<file path="config.mk">
export PLATFORM = sky130hd
export DESIGN_NAME = ol_link_ctrl
export DESIGN_NICKNAME = d
export VERILOG_FILES = /design/src/rtl/ol_link_ctrl.sv
export SDC_FILE = /design/constraint.sdc
export NUM_CORES = 1
export LEC_CHECK = 0
export ABC_CLOCK_PERIOD_IN_PS = 3200
export CAP_MARGIN = 40
export CORE_UTILIZATION = 50
export DETAILED_ROUTE_END_ITERATION = 8
export MAX_ROUTING_LAYER = met4
export PLACE_DENSITY = 0.79
export SYNTH_ARGS = -nofsm -noshare
export SYNTH_HDL_FRONTEND = slang
export SYNTH_SLANG_ARGS = --single-unit
</file>
<file path="constraint.sdc">
create_clock -name clk -period 3.2 [get_ports clk]
set_clock_uncertainty 0.1 [all_clocks]
set_input_delay 0.48 -clock clk [delete_from_list [all_inputs] [get_ports clk]]
set_output_delay 0.48 -clock clk [all_outputs]
set_load 0.05 [all_outputs]
</file>
<file path="src/rtl/ol_link_ctrl.sv">
// Optical-link bring-up controller for one transceiver lane:
// comma alignment, counting-pattern link test, then data forwarding.
//
// state  | meaning
// ALIGN  | send alignment words, K-flags/TX-off for the first K_CYC cycles
// TEST   | send counting pattern, look for LOCK_RUN consecutive +1 RX steps
// DATA   | forward data_tx, hold the verdict, retrain on sustained RX loss
module ol_link_ctrl #(
  parameter int          DW         = 16,
  parameter logic [15:0] ALIGN_WORD = 16'h50BC,
  parameter int          ALIGN_CYC  = 1040000,
  parameter int          K_CYC      = 1039000,
  parameter int          TEST_CYC   = 4096,
  parameter int          LOCK_RUN   = 2047,
  parameter int          LOSS_MAX   = 64
) (
  input  logic            clk,
  input  logic            rst,
  input  logic            live,
  input  logic [DW-1:0]   data_tx,
  input  logic [DW-1:0]   data_rx,
  input  logic            ena_rx,
  output logic [DW-1:0]   data_out,
  output logic            ena_tx,
  output logic [DW/8-1:0] datak,
  output logic            error,
  output logic            send_err,
  output logic [1:0]      state,
  output logic            link_down
);

  localparam int MAXC = (ALIGN_CYC > TEST_CYC) ? ALIGN_CYC : TEST_CYC;
  localparam int CW   = $clog2(MAXC) + 1;
  localparam int KW   = DW / 8;
  localparam int RW   = $clog2(LOCK_RUN + 1);
  localparam int LW   = (LOSS_MAX > 0) ? $clog2(LOSS_MAX + 1) : 1;

  function automatic logic [DW-1:0] align_fill();
    logic [DW-1:0] v;
    v = '0;
    for (int i = 0; i < DW; i++) v[i] = ALIGN_WORD[i % 16];
    return v;
  endfunction

  localparam logic [DW-1:0] ALIGN_FILL = align_fill();

  typedef enum logic [1:0] {
    ST_ALIGN = 2'd0,
    ST_TEST  = 2'd1,
    ST_DATA  = 2'd2
  } state_t;

  state_t          r_state, w_state_nxt;
  logic [CW-1:0]   r_ctrl, w_ctrl_nxt;
  logic [DW-1:0]   r_tx_cnt, w_tx_cnt_nxt;
  logic [RW-1:0]   r_run, w_run_nxt, w_run_inc;
  logic            r_lock, w_lock_nxt;
  logic [LW-1:0]   r_loss, w_loss_nxt, w_loss_inc;
  logic [DW-1:0]   r_rx_prev;
  logic            r_rx_prev_vld;
  logic            w_rx_step;

  logic [DW-1:0]   r_data_out, w_data_out_nxt;
  logic            r_ena_tx, w_ena_tx_nxt;
  logic [KW-1:0]   r_datak, w_datak_nxt;
  logic            r_error, w_error_nxt;
  logic            r_send_err, w_send_err_nxt;
  logic            r_link_down, w_link_down_nxt;

  // Step check is modular, so the counter wrap is a legal +1.
  assign w_rx_step  = ena_rx & r_rx_prev_vld & ((data_rx - r_rx_prev) == DW'(1));
  assign w_run_inc  = (r_run == RW'(LOCK_RUN)) ? r_run : r_run + RW'(1);
  assign w_loss_inc = (r_loss == LW'(LOSS_MAX)) ? r_loss : r_loss + LW'(1);

  always_comb begin
    w_state_nxt     = r_state;
    w_ctrl_nxt      = r_ctrl;
    w_tx_cnt_nxt    = r_tx_cnt;
    w_run_nxt       = r_run;
    w_lock_nxt      = r_lock;
    w_loss_nxt      = '0;
    w_data_out_nxt  = r_data_out;
    w_ena_tx_nxt    = r_ena_tx;
    w_datak_nxt     = r_datak;
    w_error_nxt     = r_error;
    w_send_err_nxt  = r_send_err;
    w_link_down_nxt = 1'b0;

    if (!live) begin
      w_state_nxt = ST_ALIGN;
      w_ctrl_nxt  = '0;
    end else begin
      case (r_state)
        ST_ALIGN: begin
          if (r_ctrl == CW'(ALIGN_CYC - 1)) begin
            w_state_nxt    = ST_TEST;
            w_ctrl_nxt     = '0;
            w_tx_cnt_nxt   = DW'(1);
            w_run_nxt      = '0;
            w_lock_nxt     = 1'b0;
            w_data_out_nxt = '0;
            w_datak_nxt    = '0;
            w_ena_tx_nxt   = 1'b1;
            w_error_nxt    = 1'b1;
            w_send_err_nxt = 1'b0;
          end else begin
            w_ctrl_nxt = r_ctrl + CW'(1);
          end
        end
        ST_TEST: begin
          w_run_nxt  = w_rx_step ? w_run_inc : '0;
          w_lock_nxt = r_lock | (w_run_nxt == RW'(LOCK_RUN));
          w_datak_nxt  = '0;
          w_ena_tx_nxt = 1'b1;
          if (r_ctrl == CW'(TEST_CYC - 1)) begin
            w_state_nxt    = ST_DATA;
            w_ctrl_nxt     = '0;
            w_data_out_nxt = data_tx;
            w_error_nxt    = ~w_lock_nxt;
            w_send_err_nxt = 1'b1;
          end else begin
            w_ctrl_nxt     = r_ctrl + CW'(1);
            w_data_out_nxt = r_tx_cnt;
            w_tx_cnt_nxt   = r_tx_cnt + DW'(1);
            w_error_nxt    = 1'b1;
            w_send_err_nxt = 1'b0;
          end
        end
        ST_DATA: begin
          w_loss_nxt = ena_rx ? '0 : w_loss_inc;
          if ((LOSS_MAX > 0) && (w_loss_nxt == LW'(LOSS_MAX))) begin
            w_state_nxt     = ST_ALIGN;
            w_ctrl_nxt      = '0;
            w_loss_nxt      = '0;
            w_link_down_nxt = 1'b1;
          end else begin
            w_data_out_nxt = data_tx;
            w_datak_nxt    = '0;
            w_ena_tx_nxt   = 1'b1;
            w_send_err_nxt = 1'b1;
          end
        end
        default: begin
          w_state_nxt = ST_ALIGN;
          w_ctrl_nxt  = '0;
        end
      endcase
    end

    // Every way into or through ALIGN shares one output decode keyed on the new ctrl.
    if (w_state_nxt == ST_ALIGN) begin
      w_data_out_nxt = ALIGN_FILL;
      w_error_nxt    = 1'b1;
      w_send_err_nxt = 1'b0;
      if (w_ctrl_nxt < CW'(K_CYC)) begin
        w_datak_nxt  = '1;
        w_ena_tx_nxt = 1'b0;
      end else begin
        w_datak_nxt  = '0;
        w_ena_tx_nxt = 1'b1;
      end
    end
  end

  always_ff @(posedge clk) begin
    if (rst) begin
      r_state       <= ST_ALIGN;
      r_ctrl        <= '0;
      r_tx_cnt      <= '0;
      r_run         <= '0;
      r_lock        <= 1'b0;
      r_loss        <= '0;
      r_rx_prev     <= '0;
      r_rx_prev_vld <= 1'b0;
      r_data_out    <= '0;
      r_ena_tx      <= 1'b1;
      r_datak       <= '0;
      r_error       <= 1'b1;
      r_send_err    <= 1'b0;
      r_link_down   <= 1'b0;
    end else begin
      r_state       <= w_state_nxt;
      r_ctrl        <= w_ctrl_nxt;
      r_tx_cnt      <= w_tx_cnt_nxt;
      r_run         <= w_run_nxt;
      r_lock        <= w_lock_nxt;
      r_loss        <= w_loss_nxt;
      r_rx_prev     <= data_rx;
      r_rx_prev_vld <= ena_rx;
      r_data_out    <= w_data_out_nxt;
      r_ena_tx      <= w_ena_tx_nxt;
      r_datak       <= w_datak_nxt;
      r_error       <= w_error_nxt;
      r_send_err    <= w_send_err_nxt;
      r_link_down   <= w_link_down_nxt;
    end
  end

  assign state     = r_state;
  assign data_out  = r_data_out;
  assign ena_tx    = r_ena_tx;
  assign datak     = r_datak;
  assign error     = r_error;
  assign send_err  = r_send_err;
  assign link_down = r_link_down;

endmodule

</file>
After elaboration in Yosys (flattened, before gate mapping). Cells that the tools add are included.

Flip-flop bits (word level): 97. Word-level logic and storage cells: 98. Input bits: 36. Output and inout bits: 24.

Reductions and logical operators: 13. Eq/ne operators: 14. Order comparisons: 1. Muxes and demuxes: 44. Add/subtract/negate cells: 5. Bitwise gates (word level): 6.

Operator list (number): 21-bit 2-to-1 mux (4); 16-bit 2-to-1 mux (5); 21-bit one-hot mux with 3 select lines (1); 16-bit one-hot mux with 3 select lines (1); 11-bit 2-to-1 mux (3); 16-bit one-hot mux with 2 select lines (1); 15-bit 2-to-1 mux (2); 11-bit equality test (second input constant) (2); 11-bit one-hot mux with 2 select lines (1); 21-bit by 1-bit adder with 21-bit output (second input constant) (1); 21-bit by 12-bit equality test with 1-bit output (second input constant) (1); 21-bit by 20-bit equality test with 1-bit output (second input constant) (1); 21-bit by 20-bit < comparator with 1-bit output (second input constant) (1); 2-bit 2-to-1 mux (9); 16-bit by 1-bit adder with 16-bit output (second input constant) (1); 16-bit by 1-bit equality test with 1-bit output (second input constant) (1); 16-bit subtractor (1); 7-bit equality test (second input constant) (2); 7-bit 2-to-1 mux (2); 2-bit one-hot mux with 3 select lines (2); 4-bit AND reduction (3); 11-bit by 1-bit adder with 11-bit output (second input constant) (1); 1-bit 2-to-1 mux (9); 7-bit by 1-bit adder with 7-bit output (second input constant) (1); other kinds (17) (27).

Logic depth before layout (Yosys ltp).
Depth in word-level cells: 10. Gate-level depth with buffers: 14. Gate-level depth less buffers: 13.

Worst setup path after synthesis. Ideal clock, no wire load.

Path type: in2reg. From: input port data_rx[0]. To: register r_run[8]. Arrival: 3.358 ns. Cell stages on the path: 14. Path slack: -0.317 ns. Cells stage by stage: inv_1 -> ha_1 -> inv_1 -> fa_1 -> and4bb_2 -> o2111ai_1 -> a211o_1 -> a2111oi_2 -> o2111ai_1 -> or4_1 -> nand4bb_4 -> buf_6 -> nor3_1 -> o22a_1.

Cells in the longest elaborated chain, start to end: 5.

Ends and longest elaborated chain: start: declaration (RTL line 21) `input logic [DW-1:0] data_rx,`; 16-bit subtractor (RTL line 71) `assign w_rx_step = ena_rx & r_rx_prev_vld & ((data_rx - r_rx_prev) == DW'(1));`; 16-bit by 1-bit equality test with 1-bit output (RTL line 71); 1-bit AND (RTL line 71); 11-bit 2-to-1 mux (RTL line 111) `w_run_nxt = w_rx_step ? w_run_inc : '0;`; 11-bit one-hot mux with 2 select lines (RTL line 93) `case (r_state)`; end signal: assignment (RTL line 185) `r_run <= w_run_nxt;`; end: declaration (RTL line 56) `logic [RW-1:0] r_run, w_run_nxt, w_run_inc;`.

Every way passes these cells. A chain may end at the register's enable or synchronous reset.

Worst setup path after layout.
From: register r_rx_prev[0]. To: register r_run[2].

Cells in the longest elaborated chain, start to end: 5.

Ends and longest elaborated chain: start: declaration (RTL line 59) `logic [DW-1:0] r_rx_prev;`; start signal: assignment (RTL line 188) `r_rx_prev <= data_rx;`; 16-bit subtractor (RTL line 71); 16-bit by 1-bit equality test with 1-bit output (RTL line 71); 1-bit AND (RTL line 71); 11-bit 2-to-1 mux (RTL line 111); 11-bit one-hot mux with 2 select lines (RTL line 93).

Every way passes these cells.

==> summary.txt <==
Outcome
  • Outcome: finished, violations left
  • Failing checks: setup timing

Worst setup path
  • CP max-delay cell: or4_4
  • Startpoint Class: flip-flop
  • Setup crit end kind: flip-flop
  • Reg2reg setup slack: -0.30 ns
  • Crit Reg-Reg Endpoint: r_run[2]
  • Worst path max stage delay: between 0.5 and 0.6 ns
  • Max Fanout on Critical Path: 5
  • CP cell instances: ha_4 -> inv_2 -> fa_2 -> and4bb_2 -> o2111ai_2 -> a211o_1 -> a2111oi_4 -> o2111ai_1 -> or4_4 -> nand4bb_4 -> buf_4 -> o21ai_2 -> and3b_1
  • FF-to-FF Start: r_rx_prev[0]
  • CP Data Required Time: ~3.4 ns
  • Crit path buf inv count: 2
  • Crit path kind: reg2reg
  • Critical Path AT: approximately 3.7 ns
  • Top delay family on crit path: simple AND/OR/NAND/NOR gates
  • R2r worst-path depth: 13

Pwr
  • Seq pwr share: 0.436
  • Psw: a little under 700 µW
  • Peak supply drop: between 0.3 and 0.4 mV
  • Comb power frac: 0.151
  • Pint: between 2000 and 2500 µW
  • Leak: ~0.0028 µW
  • Clock power frac: 0.413
  • Sw frac: 0.248
  • Total Power: 2800 µW
  • Power Dens Cells: between 300 and 400 nW/µm²

Hold path
  • WHS Endpoint: r_rx_prev[0]
  • HP Class: in2reg
  • Hold Path Depth: 3
  • Hold path startpoint: data_rx[0]

Logic synthesis
  • Sequential share of the synthesized area: 0.327
  • Post-Syn Area: slightly below 6000 µm²
  • Post-synth cell types: 80
  • Synthesized instance count: roughly 740
  • EDFF count, synth: 0
  • Net count after synthesis: between 700 and 800
  • Synth async-reset ratio: 0
  • Ys Warns: 0
  • Synth Flop Type: dfxtp_1
  • Average size of a mapped cell: around 8 µm²
  • #FFs+latches synth: 96

Global routing
  • Grt ovf: 0
  • Tot GR Track Use: 0.275
  • Antenna violations before repair: 0
  • Vias in the first global route: ~5,600
  • First-pass GRT wire length: 25,600 µm
  • Largest net degree at the start of global routing: 28

Floorplanning
  • Starting Density: 0.514
  • Die Y: around 110 µm
  • Core area: about 11,000 µm²
  • Standard-cell rows: 39
  • DIE AREA: 12,200 µm²
  • Chip width: about 110 µm
  • Boundary pin count: 60

Job
  • MaxCap Viol Count: 0

Placement
  • PortBufs: roughly 60
  • HPWL Detailed: between 10,000 and 15,000 µm
  • Routability cong.: 0.932

Timing
  • Max Freq: 286 MHz
  • Slew HR: 0.449
  • Tcrit/Tclk final: 1.09
  • Worst Tran Pin Value: a little over 0.8 ns
  • Final setup fails: 12
  • RSZ-0062 raised after global routing: yes
  • Crit path time final: ~3.5 ns
  • Post-route setup slack: -0.302 ns
  • Fin Setup TNS: -3.05 ns
  • Hold Vio Cnt, Final: 0
  • Max-slew violations: 0

CTS
  • Sink Count: 96
  • Reg clk slew, reported paths: ~0.07 ns
  • Root buffer cell: clkbuf_16
  • CTS tree: done
  • Bufs on Longest Clock Path: 2
  • CTS buffer count: 9
  • Clock Latency Late Sink: between 0.3 and 0.4 ns
  • H-tree depth: 3

Detailed routing
  • Via count: 5,980
  • Routed wire per std cell: about 16 µm
  • First-pass detailed-route iteration total: 6
  • Post-DR vias/cell: ~6.0
  • Total wire length: about 16,000 µm
  • Antenna-violating nets left: 0
  • Initial DRC Count: about 490
  • # DRC: 0

Cells and area
  • Fillers: between 900 and 1,000
  • Commonest cells after routing, fill and taps aside: nor2_1 (94), dfxtp_1 (94), buf_4 (69), nand2_1 (61), a21oi_1 (60)
  • Final Net Count: a little over 900
  • Share of post-route cells with drive strength above 1: 0.173
  • Area growth syn-to-layout: 29.5%
  • Ant diodes: 0
## tightest hold or removal path, delay by kind of cell
kind	cells	cell delay, ns
buf+inv	2	0.16
simple gates	1	0.03
## worst max path at each step
stage	from	end	cells past startpoint
after floorplan	data_rx[0]	error	13
after global placement	data_rx[0]	r_run[10]	16
after detailed placement	data_rx[0]	r_run[1]	16
after CTS	data_rx[0]	r_run[1]	16
after global routing	r_rx_prev[0]	r_run[1]	13
final	r_rx_prev[0]	r_run[2]	13
## logic make-up after synthesis
logic type / count (synthesis) / synth area share
DFF: 96 / 0.327
adders and majority gates: 25 / 0.0546
buffers and inverters: 64 / 0.0482
and+or+nand+nor: 316 / 0.275
xor gates and xnor gates: 30 / 0.0448
AOI/OAI and AO/OA: 204 / 0.249
muxes: 1 / 0.00171
## state kept, by name, summed over array words and instances (netlist names)
register,cells
state,2
data_out,16
datak,1
r_rx_prev,16
send_err,1
r_loss,7
r_ctrl,21
r_tx_cnt,16
error,1
ena_tx,1
r_run,11
link_down,1
r_rx_prev_vld,1
r_lock,1
## cell usage after synthesis, types with 5 or more instances
library cell / number / share of area
a21oi_1: 61 / 0.052
xor2_1: 16 / 0.024
nand4_1: 12 / 0.013
nand3_1: 25 / 0.021
ha_1: 24 / 0.051
or3_1: 11 / 0.012
and4_1: 6 / 0.0090
a22oi_1: 13 / 0.017
a221oi_1: 14 / 0.021
inv_1: 32 / 0.020
nor2b_1: 20 / 0.021
nor4_1: 8 / 0.0085
nor3_1: 21 / 0.018
clkbuf_1: 16 / 0.010
nor2_1: 95 / 0.061
buf_2: 6 / 0.0051
nand2b_1: 12 / 0.013
and2_1: 11 / 0.012
and3_1: 8 / 0.0085
a211oi_1: 11 / 0.014
o211ai_1: 9 / 0.012
nand2_1: 61 / 0.039
or2_2: 5 / 0.0053
a21o_1: 15 / 0.019
dfxtp_1: 96 / 0.33
o21ai_0: 24 / 0.020
xnor2_1: 14 / 0.021
## per-stage QoR
step	hold WS, ns	util	instance area, µm²	setup slack (ns)	instances
5_1_grt	0.273	0.666	7600	-0.410	998
3_3_place_gp	0.362	0.622	7100	-1.01	977
3_5_place_dp	0.367	0.623	7110	-1.15	978
2_1_floorplan	0.357	-	5950	-0.161	736
6_report	0.260	0.666	7600	-0.302	998
4_1_cts	0.358	0.657	7500	-0.376	997
## final cells by class
cell class / count / area [µm²] / share of cell area
multi-input cells: 577 / 3880 / 0.510
well taps: 143 / 179 / 0.0235
repair buffers: 133 / 1170 / 0.154
inverters: 33 / 136 / 0.0179
flip-flops and latches: 96 / 1920 / 0.253
clock inverters: 4 / 77.6 / 0.0102
clock buffers: 12 / 236 / 0.0311
## per-layer routing
metal  share of wire  track usage  vias up
li1                -            -     2916
met2            0.48        0.457      216
met4           0.029        0.134        0
met1            0.43        0.324     2804
met5               0            -        -
met3           0.061       0.0406       44
## power groups by stage
stage                     sequential (µW)  clock, µW  combinational, µW
final                                1220       1160                423
after global routing                 1220       1210                458
after CTS                            1220       1170                409
after detailed placement             1250          0                392
after global placement               1250          0                380
after floorplan                      1270          0                202
## repair_timing
action	CTS	global route
setup buffers	2	2
gates cloned	1	0
resized for setup	15	19
hold endpoints to repair	0	0
pin swaps	12	14
hold buffers	0	0
endpoints found under the setup margin	13	15
No activity file was read; power rests on OpenSTA's default activity.
